### config.mk
export PLATFORM = sky130hd
export DESIGN_NAME = word_receiver_flat
export DESIGN_NICKNAME = d
export VERILOG_FILES = /design/src/rtl/word_receiver_if.sv /design/src/rtl/word_receiver.sv /design/src/flat_wrapper.sv
export SDC_FILE = /design/constraint.sdc
export NUM_CORES = 1
export LEC_CHECK = 0
export ABC_AREA = 1
export CORE_ASPECT_RATIO = 0.5
export CORE_MARGIN = 8
export CORE_UTILIZATION = 48
export DETAILED_ROUTE_END_ITERATION = 10
export GPL_TIMING_DRIVEN = 0
export HOLD_SLACK_MARGIN = 0.06
export PLACE_DENSITY = 0.76
export SETUP_SLACK_MARGIN = 0.05
export SKIP_CTS_REPAIR_TIMING = 1
export SLEW_MARGIN = 15
export SYNTH_ARGS = -nofsm -noshare
export SYNTH_HDL_FRONTEND = slang
export SYNTH_SLANG_ARGS = --single-unit
### constraint.sdc
create_clock -name clk -period 1.4 [get_ports clk]
set_input_delay 0.42 -clock clk [delete_from_list [all_inputs] [get_ports clk]]
set_output_delay 0.42 -clock clk [all_outputs]
set_load 0.05 [all_outputs]
### src/rtl/word_receiver_if.sv
// Serial-in / word-out bus of the word receiver: bit stream and control from
// the sampler side, held word with valid/ready toward the consumer.
interface word_receiver_if #(
  parameter int unsigned WIDTH = 32,
  parameter int unsigned CW    = 6
);
  logic             enable;
  logic             in;
  logic             flush;
  logic             out_ready;
  logic [WIDTH-1:0] out;
  logic             out_valid;
  logic [CW-1:0]    bit_count;
  logic             overflow;

  // master: bit source / consumer side; slave: the receiver itself
  modport master (
    output enable, in, flush, out_ready,
    input  out, out_valid, bit_count, overflow
  );

  modport slave (
    input  enable, in, flush, out_ready,
    output out, out_valid, bit_count, overflow
  );
endinterface

### src/rtl/word_receiver.sv
// Serial-to-parallel receiver: shifts bits MSB first, presents each completed
// word on a held output register with valid/ready, and flags dropped words.
module word_receiver #(
  parameter int unsigned WIDTH = 32,
  parameter int unsigned CW    = 6
) (
  input  logic            clk,
  input  logic            reset,
  word_receiver_if.slave  bus
);

  typedef enum logic {
    EMPTY = 1'b0,
    FULL  = 1'b1
  } out_state_t;

  logic [WIDTH-1:0] shift_q, shift_d;
  logic [CW-1:0]    count_q, count_d;
  logic [WIDTH-1:0] out_q, out_d;
  out_state_t       state_q, state_d;
  logic             ovf_q, ovf_d;

  logic             last_bit_c;
  logic             complete_c;
  logic [WIDTH-1:0] word_c;

  // The completing bit is folded in directly so words leave with no dead cycle.
  assign last_bit_c = (count_q == CW'(WIDTH - 1));
  assign complete_c = bus.enable & ~bus.flush & last_bit_c;
  assign word_c     = {shift_q[WIDTH-2:0], bus.in};

  always_ff @(posedge clk or negedge reset) begin
    if (!reset) begin
      shift_q <= '0;
      count_q <= '0;
      out_q   <= '0;
      state_q <= EMPTY;
      ovf_q   <= 1'b0;
    end else begin
      shift_q <= shift_d;
      count_q <= count_d;
      out_q   <= out_d;
      state_q <= state_d;
      ovf_q   <= ovf_d;
    end
  end

  always_comb begin
    shift_d = shift_q;
    count_d = count_q;
    out_d   = out_q;
    state_d = state_q;
    ovf_d   = ovf_q;

    // Shift side: flush beats enable and also clears the sticky overflow.
    if (bus.flush) begin
      shift_d = '0;
      count_d = '0;
      ovf_d   = 1'b0;
    end else if (bus.enable) begin
      shift_d = word_c;
      count_d = last_bit_c ? '0 : count_q + CW'(1);
    end

    // Output side: a word completing into a full, unread register is lost.
    if (complete_c) begin
      if (state_q == EMPTY) begin
        out_d   = word_c;
        state_d = FULL;
      end else if (bus.out_ready) begin
        out_d   = word_c;
      end else begin
        ovf_d   = 1'b1;
      end
    end else if ((state_q == FULL) && bus.out_ready) begin
      state_d = EMPTY;
    end
  end

  assign bus.out       = out_q;
  assign bus.out_valid = (state_q == FULL);
  assign bus.bit_count = count_q;
  assign bus.overflow  = ovf_q;

endmodule

### src/flat_wrapper.sv
// flat-port wrapper written by rule: the top's interface ports become plain ports
module word_receiver_flat 
#(
  parameter int unsigned WIDTH = 32,
  parameter int unsigned CW    = 6
)
  (clk, reset, bus_enable, bus_in, bus_flush, bus_out_ready, bus_out, bus_out_valid, bus_bit_count, bus_overflow);
  word_receiver_if #(.WIDTH(WIDTH), .CW(CW)) bus_i ();
  input  logic clk;
  input  logic reset;
  input wire logic [$bits(bus_i.enable)-1:0] bus_enable;
  input wire logic [$bits(bus_i.in)-1:0] bus_in;
  input wire logic [$bits(bus_i.flush)-1:0] bus_flush;
  input wire logic [$bits(bus_i.out_ready)-1:0] bus_out_ready;
  output wire logic [$bits(bus_i.out)-1:0] bus_out;
  output wire logic [$bits(bus_i.out_valid)-1:0] bus_out_valid;
  output wire logic [$bits(bus_i.bit_count)-1:0] bus_bit_count;
  output wire logic [$bits(bus_i.overflow)-1:0] bus_overflow;
  assign bus_i.enable = bus_enable;
  assign bus_i.in = bus_in;
  assign bus_i.flush = bus_flush;
  assign bus_i.out_ready = bus_out_ready;
  assign bus_out = bus_i.out;
  assign bus_out_valid = bus_i.out_valid;
  assign bus_bit_count = bus_i.bit_count;
  assign bus_overflow = bus_i.overflow;
  word_receiver #(.WIDTH(WIDTH), .CW(CW)) u_core (.clk(clk), .reset(reset), .bus(bus_i));
endmodule
==> metrics.txt, run 1 <==
status=complete, but fails checks; violated checks=negative setup slack; multi-input logic area=890.9 um^2; chip width=125.6 um; clock skew=0.005427 ns; pwr dens=1210 nW/um^2; Syn Std Cell Area=2880 um^2; Max VDD drop=625.6 uV; Max Slew Vio Count=0; Synth top area share=61.69%; CP Capture Type=output pin; fillers=436; Synth Net Count=303; area of the core=5931 um^2; synthesized instance count=296; GRT overflow=0; sequential share of the synthesized area=61.69%; Ys Warns=0; ant diodes=0; io pins=46; crit path max-delay cell type=dfrtp_2; DRT iter0 DRCs=193; die area=8886 um^2; Placed Cells incl. Taps=419; dominant cell type by area after synthesis=dfrtp_1; DR WL/cell=15.36 um; FF+latch count, synth=71; Worst-path clk slew=0.05 ns; Tot GR Track Use=15.31%; reg2reg setup slack=-0.01 ns; largest net degree at the start of global routing=39; Detailed Place HPWL=4429 um; Buffers on Ports=45; worst-skew pair later-pin latency=0.33 ns; Worst Max-Slew Pin Slew=0.4436 ns; Setup Slack @ Placement=-0.5897 ns; vias per cell=5.418; Crit Path Max Fanout=7; Mean Syn Cell Area=9.731 um^2; Die Y=70.78 um; RSZ-0062 raised after global routing=yes; Peak Freq=705.3 MHz; Starting Density=48.57%; first-pass GRT wire length=11160 um; post-layout utilization of the core=65.76%; R2R depth=7; Rows=20; FF/Latch Area=1782 um^2; critical path class=reg2out; # clock sinks=71; critical path buffer and inverter count=1; WL final=6837 um; Final Hold Viols=0; CTS tree=built; crit path DAT=1.00 ns; remaining antenna violation count=0; Hold Path Cell Cnt=4; Placer Congestion=0.7899; ranking of synthesized cells by area=dfrtp_1 62%, nand2_1 11%, nand4_1 7.2%; DR vias=2411; max cap viols=0; final worst slack=-0.01791 ns; slowest stage delay, CP=0.46 ns; end of the critical path=bus_bit_count[2]; Crit. path cell count=1; layout cell share with drive strength beyond 1=26.90%; vias in the first global route=2416; crit path from=u_core.bus.bit_count[2]$_DFFE_PN0P_; fin cells=445; Layout Area Growth over Synthesis=35.40%; CTS H-tree lvls=3; Tmin final=1.418 ns; initial antenna violation count=0; crit share post-route=101.3%; R2R Path Start=u_core.bus.bit_count[1]$_DFFE_PN0P_; Post-route DRC=0; Static Leak=2.013 nW; Critical Path RT=0.98 ns; NumNets Final=370; worst min path class=in2reg; CTS root buf=clkbuf_16; CP cell instances=buf_4; Max-slew headroom=70.43%; Largest delay share family, worst path=flip-flops; FF-to-FF End=u_core.bus.out[30]$_DFFE_PN0P_; CTS Buffer Depth=2; Netlist cell types=20; final setup violation count=5; Num CTS Buffers=9; nature of the critical path startpoint=flop; first drt pass iteration count=4
-- layout by cell type, fill, tap and decap left out, types with 6 or more instances in the layout --
master	synthesis	final
inv_1	39	37
clkbuf_16	0	9
o22ai_1	30	30
dfrtp_1	71	67
o21ai_0	6	6
buf_4	3	30
buf_6	3	21
nand4_1	33	33
clkbuf_4	0	8
clkbuf_2	0	6
nand2_1	86	83
-- sequential cells by signal, indices dropped and copies added (netlist names) --
signal	flops
u_core.bus.out_valid	1
u_core.shift_q	31
u_core.bus.overflow	1
u_core.bus.bit_count	6
u_core.bus.out	32
-- area by class of cell --
type                            count  area share [%]
Clock inverter                      5           2.085
Multi-Input combinational cell    167           22.84
Sequential cell                    71           45.68
Tap cell                           77           2.470
Timing Repair Buffer               56           13.41
Buffer                             18           3.304
Clock buffer                       11           6.224
Inverter                           40           3.978
-- power by group --
| group | leakage (nW) | total, mW | switching (mW) | internal, mW |
|---|---|---|---|---|
| clock network | 0.156 | 2.44 | 0.831 | 1.61 |
| registers | 0.984 | 2.07 | 0.0113 | 2.06 |
| logic | 0.873 | 0.206 | 0.137 | 0.0687 |
| total | 2.01 | 4.72 | 0.980 | 3.74 |
-- worst min-delay path: stages --
cell	delay [ns]
dlymetal6s2s_1	0.16
nor2_4	0.07
nand2_1	0.06
nand2_1	0.05
-- synth_stat cells --
master,count
nand4_1,33
o21ai_0,6
buf_4,3
xor2_1,1
inv_2,1
buf_2,1
ha_1,1
nor2_8,1
nor2_1,3
nand3_1,3
nand2_1,86
nand3_4,1
buf_6,3
inv_1,39
a22o_1,1
nand3_2,1
dfrtp_1,71
o22ai_1,30
buf_1,4
clkbuf_1,7
-- routing by layer --
| layer | routed length [um] | GRT usage (%) | part of all wire (%) |
|---|---|---|---|
| met1 | 2882 | 17.14 | 42 |
| met2 | 3455 | 26.75 | 51 |
| met3 | 385 | 5.322 | 5.6 |
| met4 | 114 | 5.615 | 1.7 |
| met5 | 0 | 0 | 0 |
-- kinds of logic (layout without fill, tap and decap cells) --
family | count (synthesis) | count (layout) | share of synthesized area (%)
AOI/OAI and AO/OA | 37 | 37 | 7.863
DFF | 71 | 71 | 61.69
buffers and inverters | 58 | 130 | 8.775
xor gates and xnor gates | 1 | 1 | 0.3041
and+or+nand+nor | 128 | 128 | 20.94
adders and majority gates | 1 | 1 | 0.4343
-- worst min path at each step --
| stage | from | to | slack (ns) |
|---|---|---|---|
| global placement | u_core.bus.out[26]$_DFFE_PN0P_ | u_core.bus.out[26]$_DFFE_PN0P_ | 0.46 |
| finish | bus_flush | u_core.bus.bit_count[5]$_DFFE_PN0P_ | 0.46 |
| floorplan | reset | u_core.bus.bit_count[0]$_DFFE_PN0P_ | 0.12 |
| CTS | reset | u_core.bus.bit_count[5]$_DFFE_PN0P_ | 0.05 |
| detailed placement | reset | u_core.bus.bit_count[5]$_DFFE_PN0P_ | 0.39 |
| global route | bus_flush | u_core.bus.bit_count[5]$_DFFE_PN0P_ | 0.48 |
-- metrics by stage --
stage	hold slack [ns]	area [um^2]	total power, mW	TNS [ns]
6_report	0.4556	3900	4.718	-0.06051
5_1_grt	0.4765	3900	4.851	-1.943
4_1_cts	0.04696	3796	4.709	-32.38
3_5_place_dp	0.3920	3472	2.284	-40.82
3_3_place_gp	0.4575	3455	2.272	-201.76
2_1_floorplan	0.1244	2908	2.189	-3.332
Note: power is estimated with default switching activity, not from simulation.
==> inputs of run 2 (changes only) <==
--- a/config.mk
+++ b/config.mk
@@ -7,7 +7,7 @@
 export LEC_CHECK = 0
 export ABC_AREA = 1
 export CORE_ASPECT_RATIO = 0.5
-export CORE_MARGIN = 8
+export CORE_MARGIN = 2
 export CORE_UTILIZATION = 48
 export DETAILED_ROUTE_END_ITERATION = 10
 export GPL_TIMING_DRIVEN = 0
==> metrics.txt, run 2 (same netlist as run 1, synthesis figures left out) <==
remaining antenna violation count=0 (unchanged); Tmin final=1.439 ns (+0.02122 ns); first-pass GRT wire length=10520 um (-5.7%); slowest stage delay, CP=0.43 ns (-0.03 ns); nature of the critical path startpoint=flop; largest net degree at the start of global routing=57 (+46%); NumNets Final=370 (unchanged); Area after DPL=3475 um^2 (about the same); final setup violation count=4 (-1); Final Hold Viols=0 (unchanged); violated checks=negative setup slack; initial antenna violation count=0 (unchanged); Largest delay share family, worst path=flip-flops; Peak Freq=694.9 MHz (-1.5%); CTS Buffer Depth=2 (unchanged); commonest cells after routing, fill and taps aside=83 x nand2_1, 67 x dfrtp_1, 37 x inv_1; Max-slew headroom=78.96% (+8.5 points); die area=6674 um^2 (-25%); fillers=432 (-0.92%); Min Hold Slack=0.4760 ns (+0.02040 ns); DR vias=2325 (-3.6%); multi-input logic area=890.9 um^2 (unchanged); Power Total=4.352 mW (-7.8%); worst-skew pair later-pin latency=0.33 ns (about the same); final worst slack=-0.03912 ns (-0.02122 ns); crit path max-delay cell type=dfrtp_2; Placer Congestion=0.7856 (-0.54%); first drt pass iteration count=4 (unchanged); DRT iter0 DRCs=173 (-10%); clock skew=0.004702 ns (-0.0007254 ns); vias per cell=5.272 (-2.7%); Worst-path clk slew=0.06 ns (about the same); Static Leak=1.997 nW (-0.75%); crit share post-route=102.8% (+1.5 points); Num CTS Buffers=9 (unchanged); Buffers on Ports=45 (unchanged); RSZ-0062 raised after global routing=yes; io pins=46 (unchanged); pwr dens=1119 nW/um^2 (-7.5%); worst min path class=reg2reg; CP Capture Type=output pin; ant diodes=0 (unchanged); Worst Max-Slew Pin Slew=0.3144 ns (-0.1292 ns); FF/Latch Area=1782 um^2 (unchanged); critical path buffer and inverter count=1 (unchanged); Final Cell Area=3889 um^2 (-0.29%); Crit Path Max Fanout=6 (-1); Detailed Place HPWL=4206 um (-5.0%); area of the core=5634 um^2 (-5.0%); CTS root buf=clkbuf_16; critical path class=reg2out; CP cell instances=clkbuf_4; crit path DAT=1.02 ns (+0.02 ns); Critical Path RT=0.98 ns (about the same); CTS tree=built; Max Slew Vio Count=0 (unchanged); layout cell share with drive strength beyond 1=27.17% (+0.27 points); status=complete, but fails checks; vias in the first global route=2144 (-11%); Starting Density=51.12% (+2.6 points); DR WL/cell=14.48 um (-5.7%); WL final=6387 um (-6.6%); chip width=113.6 um (-9.6%); Layout Area Growth over Synthesis=35.01%; Die Y=58.78 um (-17%); Tot GR Track Use=20.85% (+5.5 points); Setup TNS=-0.06332 ns (-0.002808 ns); Max VDD drop=864.5 uV (+38%); CTS H-tree lvls=3 (unchanged); Rows=19 (-5.0%); max FFs per register=32 (unchanged); max cap viols=0 (unchanged); commonest non-fill, non-tap cell in the layout=nand2_1; # clock sinks=71 (unchanged); GRT overflow=0 (unchanged); Post-route DRC=0 (unchanged)
[run 2: cell types whose count changed in the layout (fill, tap and decap cells not counted), moves of 2 or more]
cell and delta:
clkbuf_4 -2, buf_2 +2, buf_6 +12, clkinv_4 -2, clkinv_2 +2, inv_6 +3, bufinv_16 -2, buf_4 -9
clkbuf_2 -2
[run 2: final timing paths]
kind,startpoint,depth (start not counted),slack (ns),to
worst max register to register,u_core.bus.bit_count[1]$_DFFE_PN0P_,7,-0.01,u_core.bus.out[3]$_DFFE_PN0P_
worst max-delay path,u_core.bus.bit_count[0]$_DFFE_PN0P_,1,-0.04,bus_bit_count[0]
max in group asynchronous,reset,3,0.35,u_core.bus.out[25]$_DFFE_PN0P_
worst min register to register,u_core.bus.out[30]$_DFFE_PN0P_,2,0.48,u_core.bus.out[30]$_DFFE_PN0P_
worst min-delay path,u_core.bus.out[30]$_DFFE_PN0P_,2,0.48,u_core.bus.out[30]$_DFFE_PN0P_
min in group asynchronous,reset,2,0.53,u_core.shift_q[4]$_DFFE_PN0P_
[run 2: where the power goes]
| group | leakage (nW) | internal (mW) | total [mW] | switching [mW] |
|---|---|---|---|---|
| registers | 0.984 | 2.06 | 2.07 | 0.0126 |
| logic | 0.882 | 0.0668 | 0.202 | 0.136 |
| clock network | 0.132 | 1.20 | 2.08 | 0.876 |
| total | 2.00 | 3.33 | 4.35 | 1.02 |
[run 2: tightest hold or removal path: cells and delay by family (launching register included)]
family           cells  cell delay [ns]
AND/OR/NAND/NOR      2             0.10
flip-flops           1             0.34
[run 2: layer usage]
layer / track usage [%] / wire length [um] / part of all wire (%)
met5: 0 / 0 / 0
met4: 6.794 / 74 / 1.2
met3: 7.106 / 305 / 4.8
met2: 32.42 / 3041 / 48
met1: 28.13 / 2965 / 46
[run 2: per-stage QoR]
| stage | utilization, % | worst slack [ns] | cells |
|---|---|---|---|
| 6_report | 69.02 | -0.03912 | 441 |
| 5_1_grt | 69.02 | -0.08987 | 441 |
| 4_1_cts | 66.51 | -0.6452 | 431 |
| 3_5_place_dp | 61.67 | -0.6144 | 415 |
| 3_3_place_gp | 61.23 | -2.565 | 414 |
| 2_1_floorplan | - | -0.1111 | 296 |
[run 2: final cells by class]
class | instances | area share (%)
inverters | 40 | 3.990
multi-input cells | 167 | 22.91
clock inverters | 7 | 1.223
flip-flops and latches | 71 | 45.82
repair buffers | 56 | 14.61
well taps | 73 | 2.349
plain buffers | 18 | 3.314
clock buffers | 9 | 5.792
==> inputs of run 3 (changes only) <==
==> constraint.sdc (replaced) <==
create_clock -name clk -period 1.4 [get_ports clk]
set_input_delay 0.42 -clock clk [delete_from_list [all_inputs] [get_ports clk]]
set_output_delay 0.42 -clock clk [all_outputs]
set_load 0.02 [all_outputs]
==> metrics.txt, run 3 (same netlist as run 1, synthesis figures left out) <==
first-pass GRT wire length=10620 um (+0.92%); CP Capture Type=output pin; DR top layer=met4; NumNets Final=376 (+1.6%); vias per cell=5.519 (+4.7%); Max Slew Vio Count=0 (unchanged); commonest cells after routing, fill and taps aside=67 x dfrtp_1, 50 x nand2_1, 37 x inv_1; # clock sinks=71 (unchanged); largest net degree at the start of global routing=59 (+3.5%); CTS Buffer Depth=2 (unchanged); Power Total=4.772 mW (+9.7%); Critical Path RT=0.98 ns (about the same); CP cell instances=buf_4, clkbuf_2; crit path DAT=1.09 ns (+0.07 ns); first drt pass iteration count=4 (unchanged); CTS tree=built; Detailed Place HPWL=4118 um (-2.1%); M1 WL=3118 um (+5.2%); CTS H-tree lvls=3 (unchanged); Num CTS Buffers=9 (unchanged); worst min path class=reg2reg; ant diodes=0 (unchanged); final worst slack=-0.1065 ns (-0.06739 ns); Placer Congestion=0.8055 (+2.5%); DRT iter0 DRCs=161 (-6.9%); Setup Slack @ Placement=-0.6449 ns (-0.03048 ns); Tot GR Track Use=20.85% (unchanged); Rows=19 (unchanged); DR WL met2=3703 um (+22%); GRT overflow=0 (unchanged); area of the core=5634 um^2 (unchanged); CTS root buf=clkbuf_16; Max VDD drop=634.6 uV (-27%); Final Hold Viols=0 (unchanged); DR WL met3=437 um (+43%); die area=6674 um^2 (unchanged); crit path max-delay cell type=dfrtp_2; Post-route DRC=0 (unchanged); Worst-path clk slew=0.06 ns (about the same); final setup violation count=35 (+31); status=complete, but fails checks; Starting Density=51.12% (unchanged); initial antenna violation count=0 (unchanged); pwr dens=1206 nW/um^2 (+7.8%); critical path buffer and inverter count=2 (+1); clock skew=0.005900 ns (+0.001198 ns); crit share post-route=107.6% (+4.8 points); Peak Freq=663.8 MHz (-4.5%); Layout Area Growth over Synthesis=37.36%; WL final=7360 um (+15%); max FFs per register=32 (unchanged); slowest stage delay, CP=0.45 ns (+0.02 ns); remaining antenna violation count=0 (unchanged); chip width=113.6 um (unchanged); Largest delay share family, worst path=flip-flops; max cap viols=0 (unchanged); commonest non-fill, non-tap cell in the layout=dfrtp_1; worst-skew pair later-pin latency=0.33 ns (about the same); Worst Max-Slew Pin Slew=0.4993 ns (+0.1850 ns); io pins=46 (unchanged); DR vias=2467 (+6.1%); Tmin final=1.507 ns (+0.06739 ns); Max-slew headroom=66.71% (-12 points); Crit Path Max Fanout=4 (-2); nature of the critical path startpoint=flop; violated checks=negative setup slack; vias in the first global route=2274 (+6.1%); Die Y=58.78 um (unchanged); Buffers on Ports=45 (unchanged); Min Hold Slack=0.4726 ns (-0.003492 ns); layout cell share with drive strength beyond 1=35.29% (+8.1 points); DR WL/cell=16.47 um (+14%); RSZ-0062 raised after global routing=yes; Static Leak=2.072 nW (+3.8%); critical path class=reg2out
==> run 3: changes by cell type in the layout (fill, tap and decap cells not counted), sizes merged <==
cell and delta:
buf -25, bufinv +2, clkbuf +30, clkinv -1, dlymetal6s2s +3, inv -3
==> run 3: per-layer routing <==
layer	vias to the layer above	global-route usage (%)
met5	-	0
met1	1240	26.29
met4	0	9.233
met3	11	5.355
met2	81	34.99
li1	1135	-
==> run 3: final timing paths <==
path                                                     start                                  end  slack, ns  cells past startpoint
max in group asynchronous                                reset       u_core.shift_q[24]$_DFFE_PN0P_       0.36                      3
hold reg to reg                 u_core.bus.out[20]$_DFFE_PN0P_       u_core.bus.out[20]$_DFFE_PN0P_       0.47                      2
min in group asynchronous                                reset  u_core.bus.bit_count[2]$_DFFE_PN0P_       0.51                      2
setup / recovery           u_core.bus.bit_count[0]$_DFFE_PN0P_                     bus_bit_count[0]      -0.11                      2
setup reg to reg           u_core.bus.bit_count[0]$_DFFE_PN0P_       u_core.bus.out[28]$_DFFE_PN0P_      -0.10                      7
hold / removal                  u_core.bus.out[20]$_DFFE_PN0P_       u_core.bus.out[20]$_DFFE_PN0P_       0.47                      2
==> run 3: worst reg2reg max path, delay by kind of cell, from the launching register on <==
kind	cells	cell delay [ns]
adders and majority gates	1	0.17
buffers and inverters	1	0.20
DFF	1	0.42
and+or+nand+nor	5	0.59
==> run 3: metrics by stage <==
step | cells | setup TNS, ns | cell area (um^2) | utilization (%)
global route | 447 | -4.171 | 3956 | 70.22
floorplan | 296 | 0 | 2903 | -
detailed placement | 415 | -36.72 | 3470 | 61.58
global placement | 414 | -198.76 | 3445 | 61.14
finish | 447 | -2.926 | 3956 | 70.22
CTS | 431 | -27.36 | 3802 | 67.49
==> run 3: report_power, final <==
| group | internal, mW | switching (mW) | total [mW] |
|---|---|---|---|
| registers | 2.06 | 0.0113 | 2.07 |
| clock network | 1.65 | 0.845 | 2.50 |
| logic | 0.0692 | 0.132 | 0.201 |
==> run 3: layout make-up <==
| class | instances | area (um^2) |
|---|---|---|
| buffer | 18 | 126.4 |
| clock buffer | 11 | 252.7 |
| clock inverter | 5 | 80.08 |
| fill | 378 | 1678 |
| inverter | 40 | 155.1 |
| multi-input combinational | 167 | 991.0 |
| sequential | 71 | 1782 |
| tap | 73 | 91.34 |
| timing repair buffer | 62 | 478.0 |
